===== src/rtl/carfield_periph_apb_demux.sv =====
// APB demultiplexer for the Carfield peripheral segment: address decode, registered
// downstream request, local decode errors, access timeout and first-error capture.
module carfield_periph_apb_demux #(
    parameter int unsigned NumSlv        = 5,
    parameter int unsigned AddrWidth     = 32,
    parameter int unsigned DataWidth     = 32,
    parameter logic [NumSlv-1:0][AddrWidth-1:0] SlvBase = {32'h20009000, 32'h20007000,
                                                           32'h20005000, 32'h20004000,
                                                           32'h20001000},
    parameter logic [NumSlv-1:0][AddrWidth-1:0] SlvSize = {5{32'h00001000}},
    parameter int unsigned TimeoutCycles = 256
) (
    input  logic                          clk_i,
    input  logic                          rst_i,
    input  logic                          psel_i,
    input  logic                          penable_i,
    input  logic [AddrWidth-1:0]          paddr_i,
    input  logic                          pwrite_i,
    input  logic [DataWidth-1:0]          pwdata_i,
    input  logic [DataWidth/8-1:0]        pstrb_i,
    output logic [DataWidth-1:0]          prdata_o,
    output logic                          pready_o,
    output logic                          pslverr_o,
    output logic [NumSlv-1:0]             psel_o,
    output logic                          penable_o,
    output logic [AddrWidth-1:0]          paddr_o,
    output logic                          pwrite_o,
    output logic [DataWidth-1:0]          pwdata_o,
    output logic [DataWidth/8-1:0]        pstrb_o,
    input  logic [NumSlv*DataWidth-1:0]   prdata_i,
    input  logic [NumSlv-1:0]             pready_i,
    input  logic [NumSlv-1:0]             pslverr_i,
    output logic                          err_valid_o,
    output logic [1:0]                    err_code_o,
    output logic [AddrWidth-1:0]          err_addr_o,
    input  logic                          err_clear_i
);

    localparam int unsigned StrbWidth = DataWidth / 8;
    localparam int unsigned IdxW      = (NumSlv > 1) ? $clog2(NumSlv) : 1;
    localparam int unsigned CntW      = (TimeoutCycles > 1) ? $clog2(TimeoutCycles) : 1;

    localparam logic [1:0] ErrDecode  = 2'b01;
    localparam logic [1:0] ErrTimeout = 2'b10;
    localparam logic [1:0] ErrSlave   = 2'b11;

    typedef enum logic [1:0] {
        S_IDLE,
        S_SETUP,
        S_ACCESS,
        S_DECERR
    } state_e;

    state_e                 r_state;
    logic [IdxW-1:0]        r_idx;
    logic [CntW-1:0]        r_cnt;
    logic [NumSlv-1:0]      r_psel;
    logic                   r_penable;
    logic [AddrWidth-1:0]   r_paddr;
    logic                   r_pwrite;
    logic [DataWidth-1:0]   r_pwdata;
    logic [StrbWidth-1:0]   r_pstrb;
    logic                   r_err_valid;
    logic [1:0]             r_err_code;
    logic [AddrWidth-1:0]   r_err_addr;

    state_e                 w_state_nxt;
    logic [IdxW-1:0]        w_idx_nxt;
    logic [CntW-1:0]        w_cnt_nxt;
    logic [NumSlv-1:0]      w_psel_nxt;
    logic                   w_latch;
    logic                   w_hit;
    logic [IdxW-1:0]        w_hit_idx;
    logic                   w_pready;
    logic                   w_pslverr;
    logic [DataWidth-1:0]   w_prdata;
    logic                   w_err_evt;
    logic [1:0]             w_err_code;
    logic                   w_timeout;
    logic [NumSlv-1:0][DataWidth-1:0] w_prdata_arr;

    assign w_prdata_arr = prdata_i;
    assign w_timeout    = (r_cnt == CntW'(TimeoutCycles - 1));

    // Address decode; the descending scan lets the lowest matching index win.
    always_comb begin
        w_hit     = 1'b0;
        w_hit_idx = '0;
        for (int i = NumSlv - 1; i >= 0; i--) begin
            if ((SlvSize[i] != '0) &&
                ({1'b0, paddr_i} >= {1'b0, SlvBase[i]}) &&
                ({1'b0, paddr_i} <  ({1'b0, SlvBase[i]} + {1'b0, SlvSize[i]}))) begin
                w_hit     = 1'b1;
                w_hit_idx = IdxW'(i);
            end
        end
    end

    // Next state, counter and upstream response.
    always_comb begin
        w_state_nxt = r_state;
        w_idx_nxt   = r_idx;
        w_cnt_nxt   = '0;
        w_latch     = 1'b0;
        w_pready    = 1'b0;
        w_pslverr   = 1'b0;
        w_prdata    = '0;
        w_err_evt   = 1'b0;
        w_err_code  = '0;
        case (r_state)
            S_IDLE: begin
                if (psel_i && !penable_i) begin
                    w_latch = 1'b1;
                    if (w_hit) begin
                        w_state_nxt = S_SETUP;
                        w_idx_nxt   = w_hit_idx;
                    end else begin
                        w_state_nxt = S_DECERR;
                    end
                end
            end
            S_SETUP: w_state_nxt = S_ACCESS;
            S_ACCESS: begin
                if (pready_i[r_idx]) begin
                    w_state_nxt = S_IDLE;
                    w_pready    = 1'b1;
                    w_pslverr   = pslverr_i[r_idx];
                    w_prdata    = w_prdata_arr[r_idx];
                    w_err_evt   = pslverr_i[r_idx];
                    w_err_code  = ErrSlave;
                end else if (w_timeout) begin
                    w_state_nxt = S_IDLE;
                    w_pready    = 1'b1;
                    w_pslverr   = 1'b1;
                    w_err_evt   = 1'b1;
                    w_err_code  = ErrTimeout;
                end else begin
                    w_cnt_nxt = r_cnt + CntW'(1);
                end
            end
            S_DECERR: begin
                w_state_nxt = S_IDLE;
                w_pready    = 1'b1;
                w_pslverr   = 1'b1;
                w_err_evt   = 1'b1;
                w_err_code  = ErrDecode;
            end
            default: w_state_nxt = S_IDLE;
        endcase
    end

    always_comb begin
        w_psel_nxt = '0;
        if ((w_state_nxt == S_SETUP) || (w_state_nxt == S_ACCESS)) begin
            w_psel_nxt = NumSlv'(1) << w_idx_nxt;
        end
    end

    // A response to an upstream master that already dropped PSEL is discarded.
    assign pready_o  = w_pready & psel_i;
    assign pslverr_o = w_pslverr & psel_i;
    assign prdata_o  = psel_i ? w_prdata : '0;

    always_ff @(posedge clk_i) begin
        if (rst_i) begin
            r_state     <= S_IDLE;
            r_idx       <= '0;
            r_cnt       <= '0;
            r_psel      <= '0;
            r_penable   <= 1'b0;
            r_paddr     <= '0;
            r_pwrite    <= 1'b0;
            r_pwdata    <= '0;
            r_pstrb     <= '0;
            r_err_valid <= 1'b0;
            r_err_code  <= '0;
            r_err_addr  <= '0;
        end else begin
            r_state   <= w_state_nxt;
            r_idx     <= w_idx_nxt;
            r_cnt     <= w_cnt_nxt;
            r_psel    <= w_psel_nxt;
            r_penable <= (w_state_nxt == S_ACCESS);
            if (w_latch) begin
                r_paddr  <= paddr_i;
                r_pwrite <= pwrite_i;
                r_pwdata <= pwdata_i;
                r_pstrb  <= pstrb_i;
            end
            // A new error wins over a simultaneous clear.
            if (w_err_evt && (!r_err_valid || err_clear_i)) begin
                r_err_valid <= 1'b1;
                r_err_code  <= w_err_code;
                r_err_addr  <= r_paddr;
            end else if (err_clear_i) begin
                r_err_valid <= 1'b0;
                r_err_code  <= '0;
                r_err_addr  <= '0;
            end
        end
    end

    assign psel_o      = r_psel;
    assign penable_o   = r_penable;
    assign paddr_o     = r_paddr;
    assign pwrite_o    = r_pwrite;
    assign pwdata_o    = r_pwdata;
    assign pstrb_o     = r_pstrb;
    assign err_valid_o = r_err_valid;
    assign err_code_o  = r_err_code;
    assign err_addr_o  = r_err_addr;

endmodule


===== config.mk =====
export PLATFORM = sky130hd
export DESIGN_NAME = carfield_periph_apb_demux
export DESIGN_NICKNAME = d
export VERILOG_FILES = /design/src/rtl/carfield_periph_apb_demux.sv
export SDC_FILE = /design/constraint.sdc
export NUM_CORES = 1
export LEC_CHECK = 0
export ABC_AREA = 1
export CORE_AREA = 4 4 150 152
export DETAILED_ROUTE_END_ITERATION = 16
export DIE_AREA = 0 0 154 156
export MAX_ROUTING_LAYER = met4
export PLACE_DENSITY = 0.69
export SLEW_MARGIN = 25
export SYNTH_ARGS = -nofsm -noshare
export SYNTH_HDL_FRONTEND = slang
export SYNTH_SLANG_ARGS = --single-unit

===== constraint.sdc =====
create_clock -name clk_i -period 2.1 [get_ports clk_i]
set_clock_uncertainty 0.2 [all_clocks]
set_input_delay 0.315 -clock clk_i [delete_from_list [all_inputs] [get_ports clk_i]]
set_output_delay 0.315 -clock clk_i [all_outputs]
set_load 0.05 [all_outputs]

After elaboration in Yosys (flattened, before gate mapping)
Index checks and enable logic that the tools add are counted.
Widths: inputs -> output; s select.
{"block": "word_totals", "regBits": 123, "input_bits": 244, "wordCells": 93, "out_inout_bits": 144}
{"block": "op_classes", "n_lt_le_gt_ge": 11, "bitwise_logic": 4, "n_mux": 43, "eq_ne": 6, "reduce_logical": 15, "addsub": 1, "shift": 1}
{"cell": "$mux 32", "n": 6}
{"cell": "$ge 32x30->1 const B", "n": 5}
{"cell": "$lt 32x30->1 const B", "n": 5}
{"cell": "$bmux 32 s3", "n": 1}
{"cell": "$mux 3", "n": 8}
{"cell": "$mux 2", "n": 8}
{"cell": "$mux 1", "n": 14}
{"cell": "$add 8x1->8 const B", "n": 1}
{"cell": "$eq 8x8->1 const B", "n": 1}
{"cell": "$pmux 2 s4", "n": 1}
{"cell": "$logic_and 1x1->1", "n": 7}
{"cell": "$bmux 1 s3", "n": 2}
{"cell": "$eq 2x2->1 const B", "n": 3}
{"cell": "$shl 1x3->5 const A", "n": 1}
{"cell": "$eq 2x1->1 const B", "n": 2}
{"cell": "$lt 3x4->1 const B", "n": 1}
{"cell": "$pmux 1 s2", "n": 2}
{"cell": "$pmux 2 s2", "n": 1}
{"cell": "$reduce_or 4->1", "n": 1}
{"cell": "$and 1x1->1", "n": 2}
{"cell": "$logic_not 1->1", "n": 2}
{"cell": "$logic_not 2->1", "n": 1}
{"cell": "$logic_or 1x1->1", "n": 2}
{"cell": "$not 1->1", "n": 2}
{"cell": "other kinds (2)", "n": 2}

Logic depth before layout (Yosys ltp)
Gate-level depths: netlist of the first run.
{"block": "logic_depth", "depth_word": 14, "depth_mapped": 19, "depth_no_buf": 19}

Worst setup path before layout of the first run
No wires, ideal clock.
{"block": "synth_path", "path_kind": "reg2out", "startpoint": "register r_idx[0]", "endpoint": "output port prdata_o[10]", "path_buffers": 3, "setup_slack_ns": -0.482, "arrival_time_ns": 2.067, "stages_incl_launch_ff": 9, "path_cell_list": "dfxtp_1 > buf_4 > inv_2 > clkbuf_1 > clkbuf_1 > nor2_1 > o22ai_1 > nand2_1 > a21oi_1"}
{"block": "synth_between", "elab_chain_cells": 5, "elab_cells_between_ends": 7, "classes_between": "mux: 7"}
{"item": "start: declaration", "line_no": "55", "rtl": "logic [IdxW-1:0] r_idx;"}
{"item": "start signal: assignment", "line_no": "180", "rtl": "r_idx <= w_idx_nxt;"}
{"item": "$bmux 32 s3 / $bmux 1 s3 (equally long branches)", "line_no": "128, 124"}
{"item": "$mux 32 (implied by the code) / $mux 1 (equally long branches)", "line_no": "128, 124"}
{"item": "$mux 32 *", "line_no": "124", "rtl": "if (pready_i[r_idx]) begin"}
{"item": "$mux 32 *", "line_no": "110", "rtl": "case (r_state)"}
{"item": "$mux 32 *", "line_no": "162", "rtl": "assign prdata_o = psel_i ? w_prdata : '0;"}
{"item": "end: declaration", "line_no": "21", "rtl": "output logic [DataWidth-1:0] prdata_o,"}
Every way passes the cells marked *; elsewhere a longest branch is shown, timed or not. The select of a mux whose other input is x is not followed.

Final worst setup path of the first run
{"block": "layout_path", "startpoint": "register r_idx[0]", "endpoint": "output port prdata_o[26]"}
The elaborated chain is that of the path after synthesis.

==> results of run 1 <==
==> cells in the final DEF (no fill, tap or decap), drive strengths merged, types with 4 or more instances in the layout <==
master / count
buf: 153
dlygate4sd2: 52
nand3: 80
clkbuf: 22
clkinv: 6
nand2: 110
dlymetal6s2s: 33
o22ai: 33
nor2: 245
nor3: 4
inv: 28
o21ai: 145
a21oi: 77
clkdlybuf4s50: 229
dfxtp: 123
==> where the power goes <==
| part | switching (mW) | internal (mW) |
|---|---|---|
| clock network | 1.07 | 1.93 |
| registers | 0.0903 | 2.45 |
| logic | 0.998 | 0.838 |
==> path summary, 6_finish.rpt <==
kind                                                from                           to  cells after the start  slack [ps]
worst max-delay path                 r_idx[0]$_SDFF_PP0_                 prdata_o[26]                      8        -430
worst min-delay path                         paddr_i[18]     paddr_o[18]$_SDFFE_PP0P_                      3         120
worst max register to register       r_idx[0]$_SDFF_PP0_         psel_o[0]$_SDFF_PP0_                     16        -230
worst min register to register  paddr_o[24]$_SDFFE_PP0P_  err_addr_o[24]$_SDFFE_PP0P_                      2         270
==> worst max-delay path: cells and delay by family, from the launching register on <==
| family | cells | cell delay [ps] |
|---|---|---|
| flip-flops | 1 | 380 |
| buffers and inverters | 4 | 710 |
| AND/OR/NAND/NOR | 2 | 170 |
| AO/OA/AOI/OAI | 2 | 350 |
==> metal layers <==
metal  part of all wire [%]  GRT usage (%)  routed length [microns]
met4                   0.92           5.26                      270
met2                     52           43.5                    15400
met5                      0              -                        0
met3                    8.2           6.88                     2400
met1                     39           26.0                    11300
==> cell families after synthesis <==
family / Yosys count / share of synthesized area [%]
compound gates: 255 / 22.9
flops: 123 / 39.2
fa+ha+maj: 2 / 0.398
simple gates: 444 / 30.1
buf+inv: 101 / 6.91
xor+xnor: 3 / 0.418
==> area by class of cell <==
type | count | area (sq um) | share of cell area [%]
clock buffer | 22 | 464 | 3.65
multi-input combinational | 704 | 4310 | 33.9
timing repair buffer | 468 | 4850 | 38.1
clock inverter | 10 | 140 | 1.10
antenna | 1 | 2.50 | 0.0197
sequential | 123 | 2470 | 19.4
inverter | 30 | 133 | 1.04
tap | 275 | 344 | 2.71
==> state kept, by name (all words and copies together) (netlist names) <==
name / count
err_addr_o: 32
err_code_o: 2
err_valid_o: 1
paddr_o: 32
penable_o: 1
psel_o: 5
pstrb_o: 4
pwdata_o: 32
pwrite_o: 1
r_cnt: 8
r_idx: 3
r_state: 2
==> repair_timing <==
item / 4_1_cts / 5_1_grt
gates cloned: 6 / 0
endpoints found under the hold margin: 0 / 0
pin swaps: 27 / 33
setup endpoints to repair: 100 / 108
resized for setup: 179 / 96
buffers inserted: 10 / 4
hold buffers: 0 / 0
==> per-stage QoR <==
step	power, mW	worst slack [ps]	instance area, sq um	hold WS, ps	utilization, %
3_5_place_dp	4.31	-863	11100	274	52.7
5_1_grt	7.68	-596	12700	144	60.4
2_1_floorplan	3.42	-79.5	6740	218	-
3_3_place_gp	4.30	-817	11100	261	52.7
4_1_cts	7.41	-469	12400	101	58.8
6_report	7.38	-425	12700	119	60.4
==> impl_metrics.csv, run 1 <==
group,metric,value,unit
global_routing,grt_max_degree,66,
critical_path,cp_data_required_time,1580,ps
timing,hold_violations,0,
routing,vias_per_cell,4.85,
cts,clockBufferDepth,2,
synth,synth_area,6280,sq um
synth,ys_seq_elements,123,
placed_design,portBuffers,387,
synth,avgSynthCellArea,6.77,sq um
cts,clkTransAtPathRegs,60,ps
final_layout,num-fill-cells,1917,
global_routing,grt_pass1_wl,44500,microns
routing,wl_per_cell,18.0,microns
synth,synth_most_common_cell,"nor2_1",
synth,seq_area_frac_synth,39.2,%
cts,htree_levels,4,
floorplanning,initial_utilization,29.9,%
critical_path,worst-path-max-fanout,18,
timing,fin_crit,2530,ps
routing,drc_errors,0,
routing,ant_nets,0,
cts,cts_buffers,17,
routing,drt-initial-drc-count,375,
timing,period_share,120,%
timing,worst_slew_pin_slew,790,ps
synth,synth_cell_types,29,
pwr,ir_drop,0.578,mV
synth,synth_top_cells_by_count,"239 x nor2_1, 139 x o21ai_0, 123 x dfxtp_1",
critical_path,cp_slowest_stage_delay,380,ps
run_status,violations,"setup timing",
routing,vias,7919,
floorplanning,io_pins,388,
cts,ctsRootBufferMaster,"clkbuf_16",
synth,synth_top_area_cell,"dfxtp_1",
timing,slew_viol_final,0,
run_status,status,"finished with violations",
synth,syn_nets,1174,
critical_path,crit_chain,"inv_4, buf_8, bufbuf_16, nor2_1, o22ai_1, nand2_1, a21oi_4, buf_6",
cts,clkLatencyLatePin,400,ps
pwr,p_per_area,581,nW/um^2
final_layout,stdcell_count,1633,
pwr,leakagePower,5.66,nW
final_layout,drive_gt1_share,27.3,%
synth,ys.warnings.count,0,
job,maxCapViolCount,0,
timing,worst_slack,-425,ps
synth,netlist_instances,928,
critical_path,cpMaxStageDelayCell,"dfxtp_4",
global_routing,grtUsageTotal,24.0,%
synth,synthTopCellsByArea,"dfxtp_1 39%, nor2_1 14%, o21ai_0 11%",
final_layout,area_growth_syn_to_layout,102,%
synth,synth_top_area_share,39.2,%
placed_design,dp_hpwl,22100,microns
critical_path,end_kind,"output pin",
floorplanning,die_area,24000,sq um
timing,tns,-20560,ps
floorplanning,rows,53,
floorplanning,dieHeight,156,microns
final_layout,final_nets,1590,
floorplanning,core-area,21000,sq um
critical_path,crit_type,"reg2out",
synth,async_flop_share,0,%
synth,synthFlopType,"dfxtp_1",
global_routing,grt_antenna_before_repair,1,
worst_hold_path,hp-class,"in2reg",
global_routing,grt_pass1_vias,7940,
timing,max_freq,396,MHz
critical_path,worstPathArrival,2010,ps
timing,grt_setup_unrepaired,"true",
global_routing,overflow,0,
placed_design,place_inst,1585,
routing,drt_first_pass_iters,5,
cts,cts_sinks,123,
timing,setup_viol,73,
critical_path,critPathLaunchType,"register",
routing,wirelength,29400,microns
cts,cts_tree,"yes",
floorplanning,die_x,154,microns
synth,synth_edf_count,0,
placed_design,gp_congestion,0.970,
timing,relSlewSlack,47.3,%
Note: power is estimated with default switching activity, not from simulation.
==> run 2, diff against run 1 <==
--- a/config.mk
+++ b/config.mk
@@ -11,7 +11,6 @@
 export DIE_AREA = 0 0 154 156
 export MAX_ROUTING_LAYER = met4
 export PLACE_DENSITY = 0.69
-export SLEW_MARGIN = 25
 export SYNTH_ARGS = -nofsm -noshare
 export SYNTH_HDL_FRONTEND = slang
 export SYNTH_SLANG_ARGS = --single-unit
==> results of run 2 <==
No change in the layout: final DEF, timing and power equal those of run 1.
==> run 3, diff against run 2 <==
--- a/config.mk
+++ b/config.mk
@@ -6,11 +6,14 @@
 export NUM_CORES = 1
 export LEC_CHECK = 0
 export ABC_AREA = 1
+export ABC_CLOCK_PERIOD_IN_PS = 2100
 export CORE_AREA = 4 4 150 152
 export DETAILED_ROUTE_END_ITERATION = 16
 export DIE_AREA = 0 0 154 156
+export GPL_ROUTABILITY_DRIVEN = 0
 export MAX_ROUTING_LAYER = met4
 export PLACE_DENSITY = 0.69
+export SKIP_CTS_REPAIR_TIMING = 1
 export SYNTH_ARGS = -nofsm -noshare
 export SYNTH_HDL_FRONTEND = slang
 export SYNTH_SLANG_ARGS = --single-unit
==> impl_metrics.csv, run 3 (same netlist as run 1, synthesis figures left out) <==
group,metric,value,unit
critical_path,crit_type,"reg2out",
final_layout,multi_input_area,3940,sq um
routing,wl_per_cell,17.9,microns
routing,drc_errors,0,
timing,tns,-21270,ps
floorplanning,initial_utilization,29.9,%
timing,period_share,122,%
cts,clkTransAtPathRegs,60,ps
final_layout,final_cell_area,12400,sq um
placed_design,dp_hpwl,21400,microns
routing,drt-initial-drc-count,394,
floorplanning,core-area,21000,sq um
cts,cts_tree,"yes",
critical_path,cp_data_required_time,1580,ps
timing,worst_slew_pin_slew,693,ps
critical_path,cpMaxStageDelayCell,"dfxtp_4",
critical_path,worstPathArrival,2050,ps
final_layout,layout_common_cells,"234 x clkdlybuf4s50_1, 223 x nor2_1, 139 x o21ai_0",
timing,relSlewSlack,53.8,%
pwr,leakagePower,5.92,nW
critical_path,end_kind,"output pin",
critical_path,critPathLaunchType,"register",
floorplanning,rows,53,
run_status,status,"finished with violations",
timing,fin_crit,2560,ps
final_layout,drive_gt1_share,25.1,%
floorplanning,io_pins,388,
cts,clockBufferDepth,2,
global_routing,grt_max_degree,66,
critical_path,crit_chain,"inv_2, o21ai_1, o21ai_1, nand2_1, nand2_4, nand3_4, clkbuf_16, a21oi_4, buf_8",
timing,worst_slack,-462,ps
timing,setup_viol,73,
final_layout,regArea,2470,sq um
routing,vias_per_cell,4.88,
routing,ant_nets,0,
global_routing,grt_pass1_wl,42000,microns
floorplanning,dieHeight,156,microns
routing,wirelength,29300,microns
timing,grt_setup_unrepaired,"true",
worst_hold_path,hp-class,"in2reg",
cts,ctsRootBufferMaster,"clkbuf_16",
routing,drt_first_pass_iters,5,
job,maxCapViolCount,0,
critical_path,r2r_slack,-360,ps
routing,vias,7981,
cts,htree_levels,4,
final_layout,final_nets,1591,
placed_design,portBuffers,387,
floorplanning,die_area,24000,sq um
timing,holdWs,21.0,ps
run_status,violations,"setup timing",
cts,cts_sinks,123,
critical_path,worst-path-max-fanout,9,
timing,slew_viol_final,0,
global_routing,grtUsageTotal,22.5,%
floorplanning,die_x,154,microns
final_layout,final_util,59.1,%
timing,max_freq,390,MHz
pwr,ir_drop,0.763,mV
cts,clkLatencyLatePin,400,ps
placed_design,dpl-instance-area,11100,sq um
global_routing,grt_antenna_before_repair,1,
global_routing,grt_pass1_vias,7592,
final_layout,final_common_cell,"clkdlybuf4s50_1",
pwr,p_per_area,592,nW/um^2
final_layout,area_growth_syn_to_layout,97.7,%
timing,hold_violations,0,
final_layout,num-fill-cells,1891,
global_routing,overflow,0,
cts,cts_buffers,17,
critical_path,cpMostUsedCell,"o21ai_1",
critical_path,cp_slowest_stage_delay,370,ps
[run 3: changes by cell type in the layout (fill, tap and decap cells not counted), moves of 9 or more]
cell,before,now
nand2_4,19,2
buf_8,18,9
nand3_1,43,72
buf_4,90,99
dlygate4sd2_1,52,0
nand3_4,18,2
dlymetal6s2s_1,33,81
nand2_2,21,39
nand3_2,19,6
[run 3: critical path, delay by kind of cell (launching register included)]
kind,cells,cell delay (ps)
AOI/OAI and AO/OA,3,380
DFF,1,370
buffers and inverters,3,510
and+or+nand+nor,3,360
[run 3: where the power goes]
part,total [mW],switching [mW],leakage (nW),internal [mW]
clock network,3.04,1.10,0.292,1.94
registers,2.53,0.0783,1.01,2.45
logic,1.79,0.961,4.62,0.828
total,7.36,2.14,5.92,5.22
[run 3: stage by stage]
step / std cells / setup slack (ps) / total power, mW
CTS: 1618 / -559 / 7.37
detailed placement: 1586 / -898 / 4.31
global placement: 1586 / -831 / 4.30
finish: 1634 / -462 / 7.36
floorplan: 928 / -79.5 / 3.42
global route: 1634 / -586 / 7.64
[run 3: layout make-up]
| class | instances | share of cell area (%) |
|---|---|---|
| Timing Repair Buffer | 469 | 39.5 |
| Sequential cell | 123 | 19.9 |
| Clock buffer | 19 | 3.65 |
| Multi-Input combinational cell | 704 | 31.7 |
| Inverter | 30 | 1.09 |
| Tap cell | 275 | 2.77 |
| Antenna cell | 1 | 0.0202 |
| Clock inverter | 13 | 1.33 |
[run 3: metal layers]
| layer | routed length, microns | track usage [%] |
|---|---|---|
| met1 | 11300 | 25.2 |
| met2 | 15000 | 39.4 |
| met3 | 2660 | 6.99 |
| met4 | 363 | 5.47 |
| met5 | 0 | - |
[run 3: final timing paths]
check	startpoint	to	cells after the start
max	r_idx[0]$_SDFF_PP0_	prdata_o[27]	9
min	paddr_i[18]	paddr_o[18]$_SDFFE_PP0P_	3
max reg2reg	r_cnt[0]$_SDFF_PP0_	psel_o[3]$_SDFF_PP0_	18
min reg2reg	err_addr_o[13]$_SDFFE_PP0P_	err_addr_o[13]$_SDFFE_PP0P_	2
